$ cat src/rtl/ctrl_pkg.sv
// ctrl_pkg -- definitions shared by the datapath and the control sequencer.
//
// Contents:
//   OP_*        5-bit opcodes found in ir[31:27]
//   ALU_*       4-bit ALU operation codes driven on alu_op
//   ST_*        sequencer state encodings
//   instr_cls_t instruction classes produced by ctrl_decode
//   ctrl_out_t  bundle of every strobe the sequencer drives
//   last_step() final EXEC step index for each instruction class
package ctrl_pkg;

    // Opcodes
    localparam logic [4:0] OP_LD   = 5'd0;
    localparam logic [4:0] OP_LDI  = 5'd1;
    localparam logic [4:0] OP_ST   = 5'd2;
    localparam logic [4:0] OP_ADD  = 5'd3;
    localparam logic [4:0] OP_SUB  = 5'd4;
    localparam logic [4:0] OP_AND  = 5'd5;
    localparam logic [4:0] OP_OR   = 5'd6;
    localparam logic [4:0] OP_ROR  = 5'd7;
    localparam logic [4:0] OP_ROL  = 5'd8;
    localparam logic [4:0] OP_SHR  = 5'd9;
    localparam logic [4:0] OP_SHRA = 5'd10;
    localparam logic [4:0] OP_SHL  = 5'd11;
    localparam logic [4:0] OP_ADDI = 5'd12;
    localparam logic [4:0] OP_ANDI = 5'd13;
    localparam logic [4:0] OP_ORI  = 5'd14;
    localparam logic [4:0] OP_DIV  = 5'd15;
    localparam logic [4:0] OP_MUL  = 5'd16;
    localparam logic [4:0] OP_NEG  = 5'd17;
    localparam logic [4:0] OP_NOT  = 5'd18;
    localparam logic [4:0] OP_BR   = 5'd19;
    localparam logic [4:0] OP_JR   = 5'd20;
    localparam logic [4:0] OP_JAL  = 5'd21;
    localparam logic [4:0] OP_IN   = 5'd22;
    localparam logic [4:0] OP_OUT  = 5'd23;
    localparam logic [4:0] OP_MFHI = 5'd24;
    localparam logic [4:0] OP_MFLO = 5'd25;
    localparam logic [4:0] OP_NOP  = 5'd26;
    localparam logic [4:0] OP_HALT = 5'd27;

    // ALU operation codes (0 is the idle code driven outside ALU cycles)
    localparam logic [3:0] ALU_NOP  = 4'd0;
    localparam logic [3:0] ALU_ADD  = 4'd1;
    localparam logic [3:0] ALU_SUB  = 4'd2;
    localparam logic [3:0] ALU_AND  = 4'd3;
    localparam logic [3:0] ALU_OR   = 4'd4;
    localparam logic [3:0] ALU_ROR  = 4'd5;
    localparam logic [3:0] ALU_ROL  = 4'd6;
    localparam logic [3:0] ALU_SHR  = 4'd7;
    localparam logic [3:0] ALU_SHRA = 4'd8;
    localparam logic [3:0] ALU_SHL  = 4'd9;
    localparam logic [3:0] ALU_MUL  = 4'd10;
    localparam logic [3:0] ALU_DIV  = 4'd11;
    localparam logic [3:0] ALU_NEG  = 4'd12;
    localparam logic [3:0] ALU_NOT  = 4'd13;

    // Sequencer states
    localparam logic [2:0] ST_T0   = 3'd0;
    localparam logic [2:0] ST_T1   = 3'd1;
    localparam logic [2:0] ST_T2   = 3'd2;
    localparam logic [2:0] ST_T3   = 3'd3;
    localparam logic [2:0] ST_EXEC = 3'd4;
    localparam logic [2:0] ST_HALT = 3'd5;

    typedef enum logic [3:0] {
        CLS_NOP,
        CLS_ALU_RR,
        CLS_ALU_IMM,
        CLS_LD,
        CLS_LDI,
        CLS_ST,
        CLS_BR,
        CLS_JR,
        CLS_JAL,
        CLS_IN,
        CLS_OUT,
        CLS_MFHI,
        CLS_MFLO,
        CLS_MULDIV,
        CLS_HALT
    } instr_cls_t;

    typedef struct packed {
        logic       gra;
        logic       grb;
        logic       grc;
        logic       r_in;
        logic       r_out;
        logic       ba_out;
        logic       hi_in;
        logic       lo_in;
        logic       pc_in;
        logic       ir_in;
        logic       z_in;
        logic       y_in;
        logic       mar_in;
        logic       mdr_in;
        logic       outport_in;
        logic       con_in;
        logic       hi_out;
        logic       lo_out;
        logic       pc_out;
        logic       z_high_out;
        logic       z_low_out;
        logic       mdr_out;
        logic       inport_out;
        logic       c_out;
        logic       read;
        logic       write;
        logic       inc_pc;
        logic [3:0] alu_op;
    } ctrl_out_t;

    function automatic logic [2:0] last_step(input instr_cls_t cls);
        logic [2:0] s;
        case (cls)
            CLS_ALU_RR:  s = 3'd2;
            CLS_ALU_IMM: s = 3'd2;
            CLS_LD:      s = 3'd5;
            CLS_LDI:     s = 3'd2;
            CLS_ST:      s = 3'd4;
            CLS_BR:      s = 3'd3;
            CLS_JAL:     s = 3'd1;
            CLS_MULDIV:  s = 3'd3;
            default:     s = 3'd0;
        endcase
        return s;
    endfunction

endpackage

$ cat src/rtl/ctrl_decode.sv
// ctrl_decode -- combinational opcode to instruction-class decode.
//
// Ports:
//   opcode_i  [4:0]  ir[31:27]
//   cls_o            instruction class steering the EXEC steps
//   alu_op_o  [3:0]  ALU code used in the class's ALU step
//
// Configuration: CTRL_MULDIV_EN -- when defined, mul/div decode to the
// multi-step mul/div class; otherwise they fall to the nop class.
//
// neg and not are unary but share the reg-reg class; the ALU simply
// ignores its B operand for those codes.
module ctrl_decode
    import ctrl_pkg::*;
(
    input  logic [4:0] opcode_i,
    output instr_cls_t cls_o,
    output logic [3:0] alu_op_o
);

    always_comb begin
        cls_o    = CLS_NOP;
        alu_op_o = ALU_NOP;
        case (opcode_i)
            OP_LD:   cls_o = CLS_LD;
            OP_LDI:  cls_o = CLS_LDI;
            OP_ST:   cls_o = CLS_ST;
            OP_ADD:  begin cls_o = CLS_ALU_RR;  alu_op_o = ALU_ADD;  end
            OP_SUB:  begin cls_o = CLS_ALU_RR;  alu_op_o = ALU_SUB;  end
            OP_AND:  begin cls_o = CLS_ALU_RR;  alu_op_o = ALU_AND;  end
            OP_OR:   begin cls_o = CLS_ALU_RR;  alu_op_o = ALU_OR;   end
            OP_ROR:  begin cls_o = CLS_ALU_RR;  alu_op_o = ALU_ROR;  end
            OP_ROL:  begin cls_o = CLS_ALU_RR;  alu_op_o = ALU_ROL;  end
            OP_SHR:  begin cls_o = CLS_ALU_RR;  alu_op_o = ALU_SHR;  end
            OP_SHRA: begin cls_o = CLS_ALU_RR;  alu_op_o = ALU_SHRA; end
            OP_SHL:  begin cls_o = CLS_ALU_RR;  alu_op_o = ALU_SHL;  end
            OP_NEG:  begin cls_o = CLS_ALU_RR;  alu_op_o = ALU_NEG;  end
            OP_NOT:  begin cls_o = CLS_ALU_RR;  alu_op_o = ALU_NOT;  end
            OP_ADDI: begin cls_o = CLS_ALU_IMM; alu_op_o = ALU_ADD;  end
            OP_ANDI: begin cls_o = CLS_ALU_IMM; alu_op_o = ALU_AND;  end
            OP_ORI:  begin cls_o = CLS_ALU_IMM; alu_op_o = ALU_OR;   end
`ifdef CTRL_MULDIV_EN
            OP_MUL:  begin cls_o = CLS_MULDIV;  alu_op_o = ALU_MUL;  end
            OP_DIV:  begin cls_o = CLS_MULDIV;  alu_op_o = ALU_DIV;  end
`else
            // mul/div take the default nop class
`endif
            OP_BR:   cls_o = CLS_BR;
            OP_JR:   cls_o = CLS_JR;
            OP_JAL:  cls_o = CLS_JAL;
            OP_IN:   cls_o = CLS_IN;
            OP_OUT:  cls_o = CLS_OUT;
            OP_MFHI: cls_o = CLS_MFHI;
            OP_MFLO: cls_o = CLS_MFLO;
            OP_HALT: cls_o = CLS_HALT;
            default: cls_o = CLS_NOP;
        endcase
    end

endmodule

$ cat src/rtl/control_sequencer.sv
// control_sequencer -- fetch/execute control unit for the single-bus CPU.
//
// Ports:
//   clk, reset            rising-edge clock, asynchronous active-high reset
//   ir [31:0]             datapath instruction register (opcode ir[31:27])
//   con                   branch condition flop from the datapath
//   stop                  halt request, sampled at instruction boundaries
//   gra..ba_out           GPR select/encode strobes
//   hi_in..con_in         register load enables
//   hi_out..c_out         bus source selects (one-hot with r_out)
//   read, write, inc_pc   MDR source, RAM write enable, ALU A = 1
//   alu_op [3:0]          ALU operation code
//   run                   low only in HALT
//
// Sequence: T0 T1 T2 T3 fetch, then EXEC steps 0..last_step(class), then
// T0 again (or HALT when stop is high at the final EXEC edge). T1 and EXEC
// idle steps cover the one-cycle synchronous RAM latency after mar_in.
//
// Handshake: none; the datapath follows the strobes unconditionally.
//
// All strobes are Moore outputs of state/step/ir, forced to zero while
// reset is high so an abandoned instruction cannot leave a write pulse.
// The only combinational input dependency is con gating pc_in in the
// branch's final step.
//
// jal writes the link register with r_in and no GPR select raised; the
// datapath's select/encode logic routes that case to R15.
//
// Configuration: CTRL_MULDIV_EN (see ctrl_decode) enables mul/div.
module control_sequencer
    import ctrl_pkg::*;
(
    input  logic        clk,
    input  logic        reset,
    input  logic [31:0] ir,
    input  logic        con,
    input  logic        stop,
    output logic        gra,
    output logic        grb,
    output logic        grc,
    output logic        r_in,
    output logic        r_out,
    output logic        ba_out,
    output logic        hi_in,
    output logic        lo_in,
    output logic        pc_in,
    output logic        ir_in,
    output logic        z_in,
    output logic        y_in,
    output logic        mar_in,
    output logic        mdr_in,
    output logic        outport_in,
    output logic        con_in,
    output logic        hi_out,
    output logic        lo_out,
    output logic        pc_out,
    output logic        z_high_out,
    output logic        z_low_out,
    output logic        mdr_out,
    output logic        inport_out,
    output logic        c_out,
    output logic        read,
    output logic        write,
    output logic        inc_pc,
    output logic [3:0]  alu_op,
    output logic        run
);

    logic [2:0] state_q, state_d;
    logic [2:0] step_q, step_d;
    instr_cls_t cls;
    logic [3:0] cls_alu;
    ctrl_out_t  dec;
    ctrl_out_t  drv;

    // Only the opcode field steers sequencing.
    logic unused_ir_bits;
    assign unused_ir_bits = ^ir[26:0];

    ctrl_decode u_decode (
        .opcode_i (ir[31:27]),
        .cls_o    (cls),
        .alu_op_o (cls_alu)
    );

    always_comb begin
        state_d = state_q;
        step_d  = step_q;
        case (state_q)
            ST_T0: state_d = ST_T1;
            ST_T1: state_d = ST_T2;
            ST_T2: state_d = ST_T3;
            ST_T3: begin
                state_d = ST_EXEC;
                step_d  = 3'd0;
            end
            ST_EXEC: begin
                if (step_q >= last_step(cls)) begin
                    step_d  = 3'd0;
                    state_d = (cls == CLS_HALT || stop) ? ST_HALT : ST_T0;
                end else begin
                    step_d  = step_q + 3'd1;
                end
            end
            ST_HALT: state_d = ST_HALT;
            default: begin
                state_d = ST_T0;
                step_d  = 3'd0;
            end
        endcase
    end

    always_ff @(posedge clk or posedge reset) begin
        if (reset) begin
            state_q <= ST_T0;
            step_q  <= 3'd0;
        end else begin
            state_q <= state_d;
            step_q  <= step_d;
        end
    end

    always_comb begin
        dec = '0;
        case (state_q)
            ST_T0: begin
                dec.pc_out = 1'b1;
                dec.mar_in = 1'b1;
                dec.inc_pc = 1'b1;
                dec.z_in   = 1'b1;
                dec.alu_op = ALU_ADD;
            end
            ST_T1: begin
                dec.z_low_out = 1'b1;
                dec.pc_in     = 1'b1;
            end
            ST_T2: begin
                dec.read   = 1'b1;
                dec.mdr_in = 1'b1;
            end
            ST_T3: begin
                dec.mdr_out = 1'b1;
                dec.ir_in   = 1'b1;
            end
            ST_EXEC: begin
                case (cls)
                    CLS_ALU_RR, CLS_ALU_IMM: begin
                        case (step_q)
                            3'd0: begin dec.grb = 1'b1; dec.r_out = 1'b1; dec.y_in = 1'b1; end
                            3'd1: begin
                                if (cls == CLS_ALU_IMM) begin
                                    dec.c_out = 1'b1;
                                end else begin
                                    dec.grc   = 1'b1;
                                    dec.r_out = 1'b1;
                                end
                                dec.z_in   = 1'b1;
                                dec.alu_op = cls_alu;
                            end
                            3'd2: begin dec.z_low_out = 1'b1; dec.gra = 1'b1; dec.r_in = 1'b1; end
                            default: ;
                        endcase
                    end
                    CLS_LD, CLS_LDI, CLS_ST: begin
                        // Shared effective-address steps: Z <= R[rb] + C.
                        case (step_q)
                            3'd0: begin
                                dec.grb = 1'b1; dec.r_out = 1'b1;
                                dec.ba_out = 1'b1; dec.y_in = 1'b1;
                            end
                            3'd1: begin dec.c_out = 1'b1; dec.z_in = 1'b1; dec.alu_op = ALU_ADD; end
                            3'd2: begin
                                dec.z_low_out = 1'b1;
                                if (cls == CLS_LDI) begin
                                    dec.gra  = 1'b1;
                                    dec.r_in = 1'b1;
                                end else begin
                                    dec.mar_in = 1'b1;
                                end
                            end
                            3'd3: begin
                                // ld idles here for RAM latency; st loads MDR from the bus.
                                if (cls == CLS_ST) begin
                                    dec.gra = 1'b1; dec.r_out = 1'b1; dec.mdr_in = 1'b1;
                                end
                            end
                            3'd4: begin
                                if (cls == CLS_ST) begin
                                    dec.write = 1'b1;
                                end else begin
                                    dec.read   = 1'b1;
                                    dec.mdr_in = 1'b1;
                                end
                            end
                            3'd5: begin dec.mdr_out = 1'b1; dec.gra = 1'b1; dec.r_in = 1'b1; end
                            default: ;
                        endcase
                    end
                    CLS_BR: begin
                        case (step_q)
                            3'd0: begin dec.gra = 1'b1; dec.r_out = 1'b1; dec.con_in = 1'b1; end
                            3'd1: begin dec.pc_out = 1'b1; dec.y_in = 1'b1; end
                            3'd2: begin dec.c_out = 1'b1; dec.z_in = 1'b1; dec.alu_op = ALU_ADD; end
                            3'd3: begin dec.z_low_out = 1'b1; dec.pc_in = con; end
                            default: ;
                        endcase
                    end
                    CLS_JR: begin
                        dec.gra = 1'b1; dec.r_out = 1'b1; dec.pc_in = 1'b1;
                    end
                    CLS_JAL: begin
                        if (step_q == 3'd0) begin
                            dec.pc_out = 1'b1; dec.r_in = 1'b1;
                        end else begin
                            dec.gra = 1'b1; dec.r_out = 1'b1; dec.pc_in = 1'b1;
                        end
                    end
                    CLS_IN:   begin dec.inport_out = 1'b1; dec.gra = 1'b1; dec.r_in = 1'b1; end
                    CLS_OUT:  begin dec.gra = 1'b1; dec.r_out = 1'b1; dec.outport_in = 1'b1; end
                    CLS_MFHI: begin dec.hi_out = 1'b1; dec.gra = 1'b1; dec.r_in = 1'b1; end
                    CLS_MFLO: begin dec.lo_out = 1'b1; dec.gra = 1'b1; dec.r_in = 1'b1; end
                    CLS_MULDIV: begin
                        case (step_q)
                            3'd0: begin dec.gra = 1'b1; dec.r_out = 1'b1; dec.y_in = 1'b1; end
                            3'd1: begin
                                dec.grb = 1'b1; dec.r_out = 1'b1;
                                dec.z_in = 1'b1; dec.alu_op = cls_alu;
                            end
                            3'd2: begin dec.z_low_out = 1'b1; dec.lo_in = 1'b1; end
                            3'd3: begin dec.z_high_out = 1'b1; dec.hi_in = 1'b1; end
                            default: ;
                        endcase
                    end
                    default: ;
                endcase
            end
            default: ;
        endcase
    end

    assign drv = reset ? '0 : dec;

    assign gra        = drv.gra;
    assign grb        = drv.grb;
    assign grc        = drv.grc;
    assign r_in       = drv.r_in;
    assign r_out      = drv.r_out;
    assign ba_out     = drv.ba_out;
    assign hi_in      = drv.hi_in;
    assign lo_in      = drv.lo_in;
    assign pc_in      = drv.pc_in;
    assign ir_in      = drv.ir_in;
    assign z_in       = drv.z_in;
    assign y_in       = drv.y_in;
    assign mar_in     = drv.mar_in;
    assign mdr_in     = drv.mdr_in;
    assign outport_in = drv.outport_in;
    assign con_in     = drv.con_in;
    assign hi_out     = drv.hi_out;
    assign lo_out     = drv.lo_out;
    assign pc_out     = drv.pc_out;
    assign z_high_out = drv.z_high_out;
    assign z_low_out  = drv.z_low_out;
    assign mdr_out    = drv.mdr_out;
    assign inport_out = drv.inport_out;
    assign c_out      = drv.c_out;
    assign read       = drv.read;
    assign write      = drv.write;
    assign inc_pc     = drv.inc_pc;
    assign alu_op     = drv.alu_op;
    assign run        = (state_q != ST_HALT);

endmodule

$ cat config.mk
export PLATFORM = sky130hd
export DESIGN_NAME = control_sequencer
export DESIGN_NICKNAME = d
export VERILOG_FILES = /design/src/rtl/ctrl_pkg.sv /design/src/rtl/ctrl_decode.sv /design/src/rtl/control_sequencer.sv
export SDC_FILE = /design/constraint.sdc
export NUM_CORES = 1
export LEC_CHECK = 0
export CAP_MARGIN = 10
export CORE_AREA = 2 2 59 66
export CTS_BUF_LIST = sky130_fd_sc_hd__clkbuf_4 sky130_fd_sc_hd__clkbuf_8
export CTS_CLUSTER_DIAMETER = 30
export CTS_CLUSTER_SIZE = 24
export DETAILED_ROUTE_END_ITERATION = 6
export DIE_AREA = 0 0 61 68
export PLACE_DENSITY = 0.83
export SYNTH_ARGS = -nofsm -noshare
export SYNTH_HDL_FRONTEND = slang
export SYNTH_SLANG_ARGS = --single-unit
export TNS_END_PERCENT = 100
$ cat constraint.sdc
create_clock -name clk -period 3 [get_ports clk]
set_input_delay 0.45 -clock clk [delete_from_list [all_inputs] [get_ports clk]]
set_output_delay 0.45 -clock clk [all_outputs]
set_load 0.05 [all_outputs]
=== Word-level counts from Yosys, hierarchy flattened ===
Memory sizes are Yosys's and may differ from the RTL's.
Cells that the tools add are included.

* Memories: 1
* ROM bits: 48
* Register bits: 6
* Input port bits: 36
* Logic and storage cells: 149
* Output and inout port bits: 32

* Multiplexer cells: 74
* Eq/ne operators: 50
* Reductions and logical operators: 20
* Magnitude comparators: 1
* Add/subtract/negate cells: 1

{| class="wikitable"
|+ Memory list
! memory !! words !! bits a word !! rd ports !! clocked after memory_dff !! wr ports !! RTL line !! text
|-
| (no name shown) || 16 || 3 || 1 || 0 || 0 || ctrl_pkg.sv:117 || <nowiki>case (cls)</nowiki>
|}

{| class="wikitable"
|+ Operator list
! operator !! number
|-
| $pmux W4 S13 || 1
|-
| $eq A5 B5 Y1 const B || 10
|-
| $pmux W4 S11 || 1
|-
| $eq A5 B4 Y1 const B || 7
|-
| $mux W1 || 33
|-
| $mux W31 || 1
|-
| $pmux W1 S2 || 15
|-
| $eq A4 B4 Y1 const B || 7
|-
| $eq A5 B3 Y1 const B || 4
|-
| $pmux W3 S6 || 1
|-
| $eq A4 B3 Y1 const B || 4
|-
| $reduce_or A2 Y1 || 7
|-
| $eq A3 B2 Y1 const B || 4
|-
| $eq A3 B3 Y1 const B || 4
|-
| $mux W3 || 4
|-
| $pmux W4 S3 || 1
|-
| $reduce_or A3 Y1 || 4
|-
| $reduce_or A11 Y1 || 1
|-
| $eq A5 B2 Y1 const B || 2
|-
| $mux W2 || 5
|-
| $reduce_or A5 Y1 || 2
|-
| $pmux W1 S3 || 3
|-
| $eq A4 B2 Y1 const B || 2
|-
| $mux W4 || 2
|-
| other kinds (19) || 21
|}

=== Longest topological paths before layout ===
* Depth in word-level cells: 9
* Depth in mapped cells: 11
* Gate-level depth less buffers: 9

=== Modules after synthesis ===
From an unflattened synthesis, not the netlist that was laid out.

* Cell total of the unflattened synthesis: 230
* Area, all modules: 1607.8 um2

{| class="wikitable"
|+ By module, submodules not included
! module !! area an instance (um2) !! cells an instance !! instances !! seq. area each (um2)
|-
| control_sequencer || 1288.7 || 184 || 1 || 150.1
|-
| ctrl_decode || 319.1 || 46 || 1 || 0.0
|}

=== Worst setup path before layout ===
OpenSTA, ideal clock, no wires.

* Path type: input -> output
* Start point: input port ir[29]
* End point: output port mdr_in
* Buffers on the path: 1
* Stages: 5
* Required time: 2.550 ns
* Setup slack: -0.198 ns
* Arrival: 2.748 ns
* Path through: buf_2 > nor4_1 > a41oi_1 > nor3_1 > o21bai_1

* Cells in the longest elaborated chain, start to end: 9
* Elaborated cells on any way between the ends: 38
* Classes of those cells: 27 x eq/ne; 7 x mux; 4 x reduce/logical

{| class="wikitable"
|+ RTL lines
! item !! RTL line !! text
|-
| start, declared || control_sequencer.sv:35 || <nowiki>input logic [31:0] ir,</nowiki>
|-
| $eq A5 B2 Y1 (tied with other cells) || ctrl_decode.sv:24 || <nowiki>case (opcode_i)</nowiki>
|-
| $reduce_or A11 Y1 (no line) or $reduce_or A3 Y1 (tied branches) || -- ||
|-
| $pmux W4 S13 * || ctrl_decode.sv:24 ||
|-
| $eq A4 B3 Y1 || control_sequencer.sv:146, control_sequencer.sv:183, control_sequencer.sv:188 ||
|-
| $mux W1 (on tied branches) || control_sequencer.sv:188, control_sequencer.sv:183 ||
|-
| $pmux W1 S2 || control_sequencer.sv:166 || <nowiki>case (step_q)</nowiki>
|-
| $mux W2 * || control_sequencer.sv:146 || <nowiki>case (cls)</nowiki>
|-
| $pmux W1 S2 * || control_sequencer.sv:125 || <nowiki>case (state_q)</nowiki>
|-
| $mux W31 * || control_sequencer.sv:241 || <nowiki>assign drv = reset ? '0 : dec;</nowiki>
|-
| end, declared || control_sequencer.sv:51 || <nowiki>output logic mdr_in,</nowiki>
|}

Mark *: on every way between the ends. The rest lies on a longest branch, timed or not.

=== Final worst setup path ===
* Start point: input port ir[31]
* End point: output port pc_in

* Cells in the longest elaborated chain, start to end: 7
* Elaborated cells on any way between the ends: 34
* Classes of those cells: 27 x eq/ne; 4 x mux; 3 x reduce/logical

{| class="wikitable"
|+ RTL lines
! item !! RTL line !! text
|-
| $eq A5 B2 Y1 (tied with other cells) || ctrl_decode.sv:24 ||
|-
| $reduce_or A11 Y1 (no line) or $reduce_or A3 Y1 (tied branches) || -- ||
|-
| $pmux W4 S13 * || ctrl_decode.sv:24 ||
|-
| $eq A4 B4 Y1 or $eq A4 B3 Y1 (tied branches) || control_sequencer.sv:146 ||
|-
| $pmux W1 S3 * || control_sequencer.sv:146 ||
|-
| $pmux W1 S2 * || control_sequencer.sv:125 ||
|-
| $mux W31 * || control_sequencer.sv:241 ||
|-
| end, declared || control_sequencer.sv:46 || <nowiki>output logic pc_in,</nowiki>
|}

Marks and branches as above.

==> reports/results.ini <==
[status]
status = finished clean

[cells_and_area]
flow.area_growth_from_synthesis_pct = 58.60
drive_above_1_share_pct = 23.87
fin_area_um2 = 2123
multi_input_area_um2 = 1067
nFillCells = 304
nets = 289
register_area_um2 = 150.1
diodes = 0

[place]
portBuffers = 37
post-place-ws_ns = 0.04474
place_area_um2 = 2076
gp_congestion = 0.9281
dp_hpwl_um = 3369

[critical_path]
start_kind = primary input
worst_path_largest_cell_delay_ns = 0.51
reg2reg_to = state_q[0]$_DFFE_PP0P_
r2r_setup_slack_ns = 1.29
cp_top_family = buffers and inverters
required_ns = 2.55
cpMaxStageDelayCell = clkdlybuf4s50_1
reg2regPathDepth = 6
critPathArrivalTime_ns = 2.44
cp-end-kind = primary output
critPathKind = in2out
path_buf_inv = 3
crit_fanout = 18
path_cells = clkdlybuf4s50_1 > buf_4 > nor4bb_1 > a32oi_1 > nand2b_1 > a21boi_0 > buf_12
r2r-start = step_q[0]$_DFFE_PP0N_

[clock_network]
cts.sinks = 6
clk_pin_slew_ns = 0.03
cts-root-buf = clkbuf_8
cts_resized = 0
post_cts_buffers = 0
clk_latency_ns = 0.22
cts_max_level = 1
cts_buffer_depth = 2
ctsHoldBuffers = 0
cts_buffers = 3
cts_tree = yes

[routing]
detail-route-antenna-nets = 0
drcViolationCount = 0
dr.pass1.iters = 4
routed_wl_um = 4248
vias = 1696
wire_per_inst_um = 14.50
post_drt_via_cell_ratio = 5.788
drt_iter0_drc = 114

[pwr]
cellPowerDensity_nw_per_um2 = 503.3
fin_total_pwr_mw = 1.069
p_comb_share_pct = 72.6
seq_power_share_pct = 16.5
ir_drop_v = 0.0004966
p_leak_nw = 0.8334
clockPowerShare_pct = 10.9
p_sw_share_pct = 50.93
cell_internal_pwr_mw = 0.5244
p_sw_mw = 0.5443

[floorplan]
die_x_um = 61
core.rowCount = 23
initial_core_util_pct = 37.82
ios = 68
dieArea_um2 = 4148
core_area_um2 = 3540
die_h_um = 68

[flow_run]
drv_cap = 0

[logic_synthesis]
yosysSeqAreaShare_pct = 11.21
yosys.cell_types.count = 48
synth-seq-cells = 6
avgSynthCellArea_um2 = 6.499
ys.flop_type = dfrtp_1
synth_edf_count = 0
synth_warnings = 0
async_reset_ff_share_pct = 100.0
syn-cell-area_um2 = 1339
synth_cells = 206

[sta]
setup_tns_ns = 0
fin_crit_ns = 2.892
max_freq_ghz = 0.3458
fin_crit_sh_pct = 96.39
setup_violations = 0
skew_ns = 0.0004729
tightest_slew_ns = 0.4943
fin_ws_ns = 0.1083
final-hold-violation-count = 0
holdWs_ns = 0.5833
slew_viol_final = 0
slew_headroom_pct = 66.53
rsz0062_at_grt = false

[global_route]
grt_pass1_vias = 1578
grt_use_total_pct = 21.95
grt_pass1_wl_um = 7120
antenna_found_initial = 0
grt_max_degree = 25
gr-total-overflow = 0

[min_path]
hp-class = in2async

-- cells in the mapped netlist (all sizes together), types with 2 or more instances --
cell,number,area (um^2)
nand2,21,78.83
nor2,17,63.81
buf,14,88.83
nand2b,11,68.82
nor3,11,55.05
o21ai,11,55.05
a21oi,10,50.05
a31oi,10,62.56
nand3,10,50.05
inv,9,33.78
clkbuf,8,30.03
ha,8,100.1
nor2b,7,43.79
dfrtp,6,150.1
nor4,4,25.02
or2,4,25.02
a21o,3,22.52
and3,3,18.77
nand3b,3,22.52
a21boi,2,15.01
nor3b,2,15.01
nor4bb,2,20.02
o2111ai,2,17.52
o211ai,2,15.01
o22ai,2,12.51
o31ai,2,15.01
o32ai,2,17.52
or3,2,12.51
xnor2,2,17.52
-- worst max-delay path by stage --
stage               depth (start not counted)  slack, ns                    from                     end
finish                                      7       0.11                  ir[31]                   pc_in
global route                               10     0.0002                  ir[28]  state_q[0]$_DFFE_PP0P_
CTS                                         7       0.13                  ir[31]                   pc_in
detailed placement                         10       0.04                  ir[28]  state_q[0]$_DFFE_PP0P_
global placement                            6       0.16                  ir[29]                     gra
floorplan                                   4       0.12  state_q[1]$_DFFE_PP0P_                 mdr_out
-- stage by stage --
step | util (%) | std cells
after floorplan | - | 208
after detailed placement | 58.64 | 290
after CTS | 59.81 | 293
final | 59.99 | 293
after global placement | 58.64 | 290
after global routing | 59.99 | 293
-- kinds of logic after synthesis --
family | Yosys count | share of synthesized area, %
AOI/OAI and AO/OA | 58 | 28.97
xor gates and xnor gates | 2 | 1.309
adders and majority gates | 8 | 7.477
buffers and inverters | 31 | 11.40
DFF | 6 | 11.21
other | 1 | 0.2801
and+or+nand+nor | 100 | 39.35
-- metal layers --
layer / GRT usage (%) / part of all wire [%] / up-vias
met4: 10.05 / 2.5 / 0
met2: 37.63 / 54 / 85
met1: 27.14 / 38 / 780
met3: 2.457 / 5.4 / 12
li1: - / - / 819
met5: 0 / 0 / -
-- registers in the layout, indices dropped and copies added, names as in the netlist --
signal / count
step_q: 3
state_q: 3
-- layout by cell type (no fill, tap or decap), drive strengths merged, types with 3 or more instances in the layout --
cell	n
clkbuf	3
nand3b	3
nor4	4
nor2	17
buf	44
and3	3
dfrtp	6
clkdlybuf4s50	10
a21oi	10
a21o	3
o21ai	11
nand2b	11
nand3	10
nor3	11
inv	9
a31oi	10
nand2	21
or2	4
ha	8
nor2b	7
conb	3
-- area by class of cell --
cell class,instances,area share (%)
sequential,6,7.071
inverter,9,1.591
clock buffer,3,1.945
tap,50,2.946
timing repair buffer,54,36.18
multi-input combinational,171,50.26
-- power by group through the flow --
stage / Sequential (mW) / Clock [mW] / Combinational [mW]
global route: 0.182 / 0.126 / 0.827
CTS: 0.175 / 0.120 / 0.776
global placement: 0.171 / 0 / 0.754
detailed placement: 0.174 / 0 / 0.769
floorplan: 0.129 / 0 / 0.527
finish: 0.177 / 0.116 / 0.776
Power figures use the tool's default switching activity.
